**config.mk**
```make
export PLATFORM = sky130hd
export DESIGN_NAME = cp0_exc_ctrl
export DESIGN_NICKNAME = d
export VERILOG_FILES = /design/src/rtl/cp0_exc_ctrl_pkg.sv /design/src/rtl/cp0_req_arb.sv /design/src/rtl/cp0_exc_ctrl.sv
export SDC_FILE = /design/constraint.sdc
export NUM_CORES = 1
export LEC_CHECK = 0
export ABC_AREA = 1
export BUFFER_PORTS_ARGS = -buffer_cell sky130_fd_sc_hd__buf_2
export CAP_MARGIN = 5
export CORE_MARGIN = 2
export CORE_UTILIZATION = 40
export CTS_BUF_LIST = sky130_fd_sc_hd__clkbuf_8
export DETAILED_ROUTE_END_ITERATION = 16
export MAX_ROUTING_LAYER = met4
export PLACE_DENSITY_LB_ADDON = 0.1
export SYNTH_ARGS = -nofsm -noshare
export SYNTH_HDL_FRONTEND = slang
export SYNTH_SLANG_ARGS = --single-unit
```
**constraint.sdc**
```tcl
create_clock -name clk -period 1.3 [get_ports clk]
set_input_delay 0.065 -clock clk [delete_from_list [all_inputs] [get_ports clk]]
set_output_delay 0.065 -clock clk [all_outputs]
set_load 0.02 [all_outputs]
```
**src/rtl/cp0_exc_ctrl_pkg.sv**
```systemverilog
// rtl/cp0_exc_ctrl_pkg.sv - shared CP0 register indices, field positions and exception codes
//
// Purpose : constants and helpers shared by cp0_exc_ctrl and cp0_req_arb.
// Ports   : none (package).
package cp0_exc_ctrl_pkg;

   // CP0 register indices (mfc0/mtc0 rd field)
   localparam logic [4:0] CP0_SR    = 5'd12;
   localparam logic [4:0] CP0_CAUSE = 5'd13;
   localparam logic [4:0] CP0_EPC   = 5'd14;
   localparam logic [4:0] CP0_PRID  = 5'd15;

   // Field bit positions
   localparam int SR_IE      = 0;
   localparam int SR_EXL     = 1;
   localparam int IM_LO      = 10;
   localparam int IM_HI      = 15;
   localparam int CAUSE_BD   = 31;
   localparam int EXCCODE_LO = 2;
   localparam int EXCCODE_HI = 6;

   // Exception codes
   localparam logic [4:0] EXC_INT  = 5'd0;
   localparam logic [4:0] EXC_ADEL = 5'd4;
   localparam logic [4:0] EXC_ADES = 5'd5;
   localparam logic [4:0] EXC_RI   = 5'd10;
   localparam logic [4:0] EXC_OV   = 5'd12;

   // Word-align a PC by dropping the byte offset.
   function automatic logic [31:0] align_word(input logic [31:0] pc);
      return {pc[31:2], 2'b00};
   endfunction

endpackage

```
**src/rtl/cp0_req_arb.sv**
```systemverilog
// rtl/cp0_req_arb.sv - combinational interrupt/exception request arbitration
//
// Purpose : decides whether the M-stage instruction is interrupted or faults,
//           and which ExcCode gets recorded. Holds no state.
// Ports   : hw_int[5:0]   interrupt lines
//           im[5:0]       SR.IM mask
//           ie, exl       SR.IE / SR.EXL
//           exc_code_in   synchronous exception code, 0 = none
//           req           take exception/interrupt
//           exc_code_sel  ExcCode to record (interrupt wins, records 0)
module cp0_req_arb
   import cp0_exc_ctrl_pkg::*;
(
   input  logic [5:0] hw_int,
   input  logic [5:0] im,
   input  logic       ie,
   input  logic       exl,
   input  logic [4:0] exc_code_in,
   output logic       req,
   output logic [4:0] exc_code_sel
);

   logic int_req;
   logic exc_req;

   // EXL masks everything, so nested requests never fire inside a handler.
   assign int_req      = (|(hw_int & im)) & ie & ~exl;
   assign exc_req      = (exc_code_in != 5'd0) & ~exl;
   assign req          = int_req | exc_req;
   assign exc_code_sel = int_req ? EXC_INT : exc_code_in;

endmodule

```
**src/rtl/cp0_exc_ctrl.sv**
```systemverilog
// rtl/cp0_exc_ctrl.sv - CP0 exception/interrupt controller at the M stage
//
// Purpose : holds SR, Cause, EPC, PRId; raises Req to flush and redirect the
//           pipeline; serves mfc0 (A1/Dout), mtc0 (A2/Din/We) and eret (EXLClr).
// Ports   : clk, reset (async, active-high)
//           A1 read index, Dout read data (combinational, no write bypass)
//           A2/Din/We mtc0 write
//           PCIn, BDIn, ExcCodeIn  M-stage instruction info
//           HWInt[5:0] level-sensitive interrupts, EXLClr eret
//           Req take exception (combinational), EPCOut current EPC
module cp0_exc_ctrl
   import cp0_exc_ctrl_pkg::*;
#(
   parameter logic [31:0] PRID_VAL = 32'h0000_0700,
   parameter logic [31:0] EPC_RST  = 32'h0000_3000
) (
   input  logic        clk,
   input  logic        reset,
   input  logic [4:0]  A1,
   input  logic [4:0]  A2,
   input  logic [31:0] Din,
   input  logic        We,
   input  logic [31:0] PCIn,
   input  logic        BDIn,
   input  logic [4:0]  ExcCodeIn,
   input  logic [5:0]  HWInt,
   input  logic        EXLClr,
   output logic        Req,
   output logic [31:0] EPCOut,
   output logic [31:0] Dout
);

   logic [5:0]  im;
   logic        exl;
   logic        ie;
   logic        bd;
   logic [5:0]  ip;
   logic [4:0]  exc_code;
   logic [31:0] epc;

   logic        arb_req;
   logic [4:0]  exc_code_sel;
   logic [31:0] epc_take;
   logic        wr_sr;
   logic        wr_epc;
   logic        unused_pc_lsbs;

   cp0_req_arb u_arb (
      .hw_int       (HWInt),
      .im           (im),
      .ie           (ie),
      .exl          (exl),
      .exc_code_in  (ExcCodeIn),
      .req          (arb_req),
      .exc_code_sel (exc_code_sel)
   );

   // ExcCodeIn can be nonzero while reset is held; Req must still stay low.
   assign Req = arb_req & ~reset;

   // A delay-slot instruction restarts at its branch, one word earlier.
   assign epc_take = BDIn ? (align_word(PCIn) - 32'd4) : align_word(PCIn);

   assign wr_sr  = We && (A2 == CP0_SR);
   assign wr_epc = We && (A2 == CP0_EPC);

   assign unused_pc_lsbs = ^PCIn[1:0];

   always_ff @(posedge clk or posedge reset) begin
      if (reset) begin
         im       <= '0;
         exl      <= 1'b0;
         ie       <= 1'b0;
         bd       <= 1'b0;
         ip       <= '0;
         exc_code <= '0;
         epc      <= EPC_RST;
      end else begin
         ip <= HWInt;
         if (Req) begin
            exl      <= 1'b1;
            bd       <= BDIn;
            exc_code <= exc_code_sel;
            epc      <= epc_take;
         end else if (EXLClr) begin
            // eret wins over the EXL bit of a concurrent SR write.
            exl <= 1'b0;
            if (wr_sr) begin
               im <= Din[IM_HI:IM_LO];
               ie <= Din[SR_IE];
            end
         end else begin
            if (wr_sr) begin
               im  <= Din[IM_HI:IM_LO];
               exl <= Din[SR_EXL];
               ie  <= Din[SR_IE];
            end
            if (wr_epc) begin
               epc <= align_word(Din);
            end
         end
      end
   end

   assign EPCOut = epc;

   always_comb begin
      Dout = 32'd0;
      case (A1)
         CP0_SR:    Dout = {16'd0, im, 8'd0, exl, ie};
         CP0_CAUSE: Dout = {bd, 15'd0, ip, 3'd0, exc_code, 2'd0};
         CP0_EPC:   Dout = epc;
         CP0_PRID:  Dout = PRID_VAL;
         default:   Dout = 32'd0;
      endcase
   end

endmodule

```
* Word-level counts from Yosys, hierarchy flattened
Cells that the tools add are included.
** Cells by class
- Reduce and logical (&&, ||, !) cells :: 8
- Multiplexer cells :: 9
- $add $sub $neg :: 1
- Bitwise operators :: 9
- Equal/unequal tests :: 7
** Operator list (count)
- two-way mux 32 bit :: 4
- one-hot mux 32 bit (4 select lines) :: 1
- subtractor 32 x 3 -> 32 bit, second input constant :: 1
- == test 5 x 4 -> 1 bit, second input constant :: 6
- AND 6 bit :: 1
- OR reduction 6 bit :: 1
- two-way mux 5 bit :: 1
- nonzero test 5 bit :: 1
- AND 1 bit :: 4
- AND reduction 2 bit :: 2
- two-way mux 1 bit :: 3
- inverter 1 bit :: 3
- nonzero test 3 bit :: 1
- logical AND 1 bit :: 2
- != test 2 x 1 -> 1 bit, second input constant :: 1
- nonzero test 2 bit :: 1
- OR 1 bit :: 1
** Word-level totals
- Output and inout port bits :: 65
- Bits in registers :: 52

* Depth between registers and ports, before layout
- Depth in word-level cells :: 8
- Mapped depth :: 13
- Depth with buffers taken out :: 13

* Modules after synthesis
From an unflattened synthesis, not the netlist that was laid out.
** Second synthesis, totals
- Cells, all modules :: 571
- Area, all modules :: 3599.7 sq um
** By module, submodules not included
- cp0_exc_ctrl :: seq. area each 1253.7 sq um, instances 1, area an instance 3474.6 sq um, cells each 542
- cp0_req_arb :: seq. area each 0.0 sq um, instances 1, area an instance 125.1 sq um, cells each 29

* Worst setup path before layout
Ideal clock, no wire load.
- Kind :: register to register
- Start :: register exl
- End :: register exc_code[1]
- Setup slack :: -36 ps
- Clock period less this slack :: 1336 ps
- Data arrival time :: 1253 ps
- Buffers on the path :: 1
- Cell stages (with the launch flop) :: 7
- Library setup time :: 83 ps
- Cell sequence :: dfrtp_1 nor2_2 inv_1 a21oi_2 buf_2 nand3_1 o21ai_0
** Between the ends
- Longest elaborated chain between the ends :: 4
** Ends and longest elaborated chain
- from (decl) :: RTL line cp0_exc_ctrl.sv:34 : logic exl;
- from (signal assigned) :: RTL line cp0_exc_ctrl.sv:95 : exl <= Din[SR_EXL];
- inverter 1 bit (*) :: RTL line cp0_req_arb.sv:27, cp0_req_arb.sv:28
- AND 1 bit (on tied branches) :: RTL line cp0_req_arb.sv:27, cp0_req_arb.sv:28
- OR 1 bit (*) :: RTL line cp0_req_arb.sv:29 : assign req = int_req | exc_req;
- AND 1 bit (*) :: RTL line cp0_exc_ctrl.sv:59 : assign Req = arb_req & ~reset;
- net Req :: RTL line cp0_exc_ctrl.sv:28 : output logic Req,
- to (signal assigned) :: RTL line cp0_exc_ctrl.sv:83 : exc_code <= exc_code_sel;
- to (decl) :: RTL line cp0_exc_ctrl.sv:38 : logic [4:0] exc_code;
Mark *: on every way through the listed nets, which the timed path passes. The rest lies on a longest branch.
A chain may end at the register's enable or synchronous reset.

* Worst setup path after layout
- Start :: register im[0]
- End :: output Req
** Between the ends
- Longest elaborated chain between the ends :: 6
** Ends and longest elaborated chain
- from (decl) :: RTL line cp0_exc_ctrl.sv:33 : logic [5:0] im;
- from (signal assigned) :: RTL line cp0_exc_ctrl.sv:89 : im <= Din[IM_HI:IM_LO];
- from (signal assigned) :: RTL line cp0_exc_ctrl.sv:94 : im <= Din[IM_HI:IM_LO];
- AND 6 bit :: RTL line cp0_req_arb.sv:27 : assign int_req = (|(hw_int & im)) & ie & ~exl;
- OR reduction 6 bit :: RTL line cp0_req_arb.sv:27
- AND 1 bit (2 in series) :: RTL line cp0_req_arb.sv:27
- OR 1 bit :: RTL line cp0_req_arb.sv:29
- AND 1 bit :: RTL line cp0_exc_ctrl.sv:59
- to (decl) :: RTL line cp0_exc_ctrl.sv:28
No other way between the ends.

==> results_dict.tcl <==
set metrics [dict create \
    outcome "finished, violations left" \
    violations "setup timing" \
    rr_worst_depth 11 \
    yosys-top-cells-area "dfrtp_1, nand2_1, inv_1" \
    syn-cell-area_um2 3650 \
    hold_class "in -> reg" \
    grt_pass1_vias 4049 \
    hold_depth 3 \
    p_comb_frac 0.397 \
    design_area_um2 5370 \
    core_um2 8810 \
    clkPwrFrac 0.212 \
    die_area_um2 9920 \
    async_flop_share 1.00 \
    drtIter0Drc 180 \
    area.growth.synth_to_final_pct 46.8 \
    drive_above_1_share 0.374 \
    portBuffers 150 \
    p_switching_mw 2.08 \
    clk_path_buf_depth 2 \
    gp_congestion 0.911 \
    dp.cells 849 \
    synth.area.mux_share 0 \
    diodes 0 \
    final-setup-viol-count 44 \
    path_clk_slew_ns 0.10 \
    synth_area_leader_cell "dfrtp_1" \
    grt_pass1_wl_mm 19.2 \
    finalHoldViolCount 0 \
    syn_inst 553 \
    yosys_warnings 0 \
    worstHoldStart "ExcCodeIn[3]" \
    grt_util_met2 0.392 \
    seqPwrFrac 0.391 \
    grt-busiest-layer "met2" \
    nFillCells 848 \
    nets 857 \
    fmax_mhz 647 \
    vias 4216 \
    cts_sinks 50 \
    initial_core_util 0.415 \
    startpoint_type "register" \
    cp.arrival_ns 1.48 \
    ys_top_cells_by_count "nand2_1, inv_1, nor2_1" \
    synth_cell_type_count 37 \
    rows 34 \
    grt-ovfl-total 0 \
    place_area_um2 4870 \
    io_pins 155 \
    crit_fanout 3 \
    swShare 0.382 \
    synth-compound-area-share 0.0952 \
    cap_viol_max_count 0 \
    crit_type "reg -> out" \
    rsz0062_at_grt "true" \
    total_power_mw 5.44 \
    die_w_um 99.6 \
    p_int_mw 3.36 \
    grt_usage 0.247 \
    final_cells 875 \
    htree_levels 2 \
    clkLatencyLatePin_ns 0.31 \
    drc 0 \
    powerDensity_nw_per_um2 1010 \
    whs_ns 0.00282 \
    worst_clock_skew_ns 0.0103 \
    fin_ws_ns -0.247 \
    antenna_found_initial 0 \
    drt-wirelength-per-cell_um 13.6 \
    ys_seq_area_frac 0.343 \
    synth_top_family_by_area "simple AND/OR/NAND/NOR gates" \
    synth-simple-area-share 0.404 \
    root_buffer "clkbuf_8" \
    min_period_ns 1.55 \
    ant_nets 0 \
    synth_xor_area_frac 0.0336 \
    worstSetupStartpoint "im[0]" \
    peakVddDrop_mv 0.498 \
    dieHeight_um 99.6 \
    grt_max_degree 29 \
    synthAdderAreaFrac 0.00342 \
    r2r-start "im[0]" \
    syn_area_per_cell_um2 6.61 \
    final-max-slew-violation-count 0 \
    synth_most_common_cell "nand2_1" \
    min_period_over_period 1.19 \
    timing.setup.tns_ns -7.78 \
    crit_required_ns 1.24 \
    viasPerCell 4.82 \
    dp_hpwl_mm 9.31 \
    synth_top_area_frac 0.329 \
    cts_tree "done" \
    synthFlopType "dfrtp_1" \
    numCtsBuffers 5 \
    dp_slack_ns -0.191 \
    grt_use_met3 0.0323 \
    endpoint_kind "primary output" \
    ys_ff_latch 50 \
    synth_edf_count 0 \
    leakage_nw 3.01 \
    gr-usage-met1 0.333 \
    drt-total-wl_mm 11.9 \
    firstDrtPassIters 5 \
    final_core_util 0.609 \
]
## power by group through the flow
stage	clock network, mW	logic [mW]	registers, mW
after floorplan	0	0.827	2.42
after global placement	0	1.88	2.15
after detailed placement	0	1.92	2.16
after CTS	1.17	2.01	2.13
after global routing	1.24	2.39	2.17
final	1.15	2.16	2.13
## critical path, cell delays in order (launching register included)
cell,delay [ns]
dfrtp_1,0.40
nand2_1,0.06
nand2_1,0.06
nor2_2,0.11
nand2_2,0.10
nand2_4,0.10
a21oi_4,0.07
buf_6,0.14
buf_6,0.12
## routing by layer
metal	part of all wire	vias to the layer above	wire length (um)
li1	-	2148	-
met1	0.47	1919	5560
met2	0.46	132	5480
met3	0.055	17	649
met4	0.016	0	196
met5	0	-	0
## placed cells by master (no fill, tap or decap), types with 4 or more instances in the layout
master           n
nand2_1        158
buf_2          147
inv_1           73
nor2_1          58
buf_4           52
dfrtp_1         48
nand3_1         47
o21ai_1         30
nand2_2         19
o21ai_0         17
nor2_2          11
xor2_1           9
dlygate4sd3_1    9
o21ai_2          8
nand4_1          8
nand2_4          6
nand3_2          6
buf_6            6
xnor2_1          5
clkbuf_8         5
buf_12           4
## path summary, 6_finish.rpt
check                         endpoint  slack, ns
max                                Req      -0.25
max reg2reg                  EPCOut[2]      -0.23
min                        exc_code[3]      0.003
max in group asynchronous        ip[2]       0.54
min in group asynchronous          exl       0.28
min reg2reg                 EPCOut[13]       0.50
## registers in the layout, summed over array words and instances, names as in the netlist
signal    cells
EPCOut       30
im            6
ip            6
exc_code      5
bd            1
exl           1
ie            1
## layout make-up
| class | count | area [um^2] | share of cell area |
|---|---|---|---|
| Clock inverter | 3 | 43.8 | 0.00816 |
| Timing Repair Buffer | 223 | 1470 | 0.274 |
| Inverter | 78 | 300 | 0.0560 |
| Multi-Input combinational cell | 408 | 2090 | 0.390 |
| Tap cell | 108 | 135 | 0.0252 |
| Clock buffer | 5 | 68.8 | 0.0128 |
| Sequential cell | 50 | 1250 | 0.234 |
## cells by family after synthesis
group                      count (synthesis)
other                                      1
and+or+nand+nor                          326
adders and majority gates                  1
buffers and inverters                     96
AOI/OAI and AO/OA                         65
xor gates and xnor gates                  14
DFF                                       50
## timing repair
item                                   CTS  global route
hold buffers                             8             1
gates resized for setup                 24            40
setup endpoints to repair               44            48
endpoints found under the hold margin   35             1
setup buffers                            4             1
cloned                                   0             4
pin swaps                                5             8
Power figures use the tool's default switching activity.
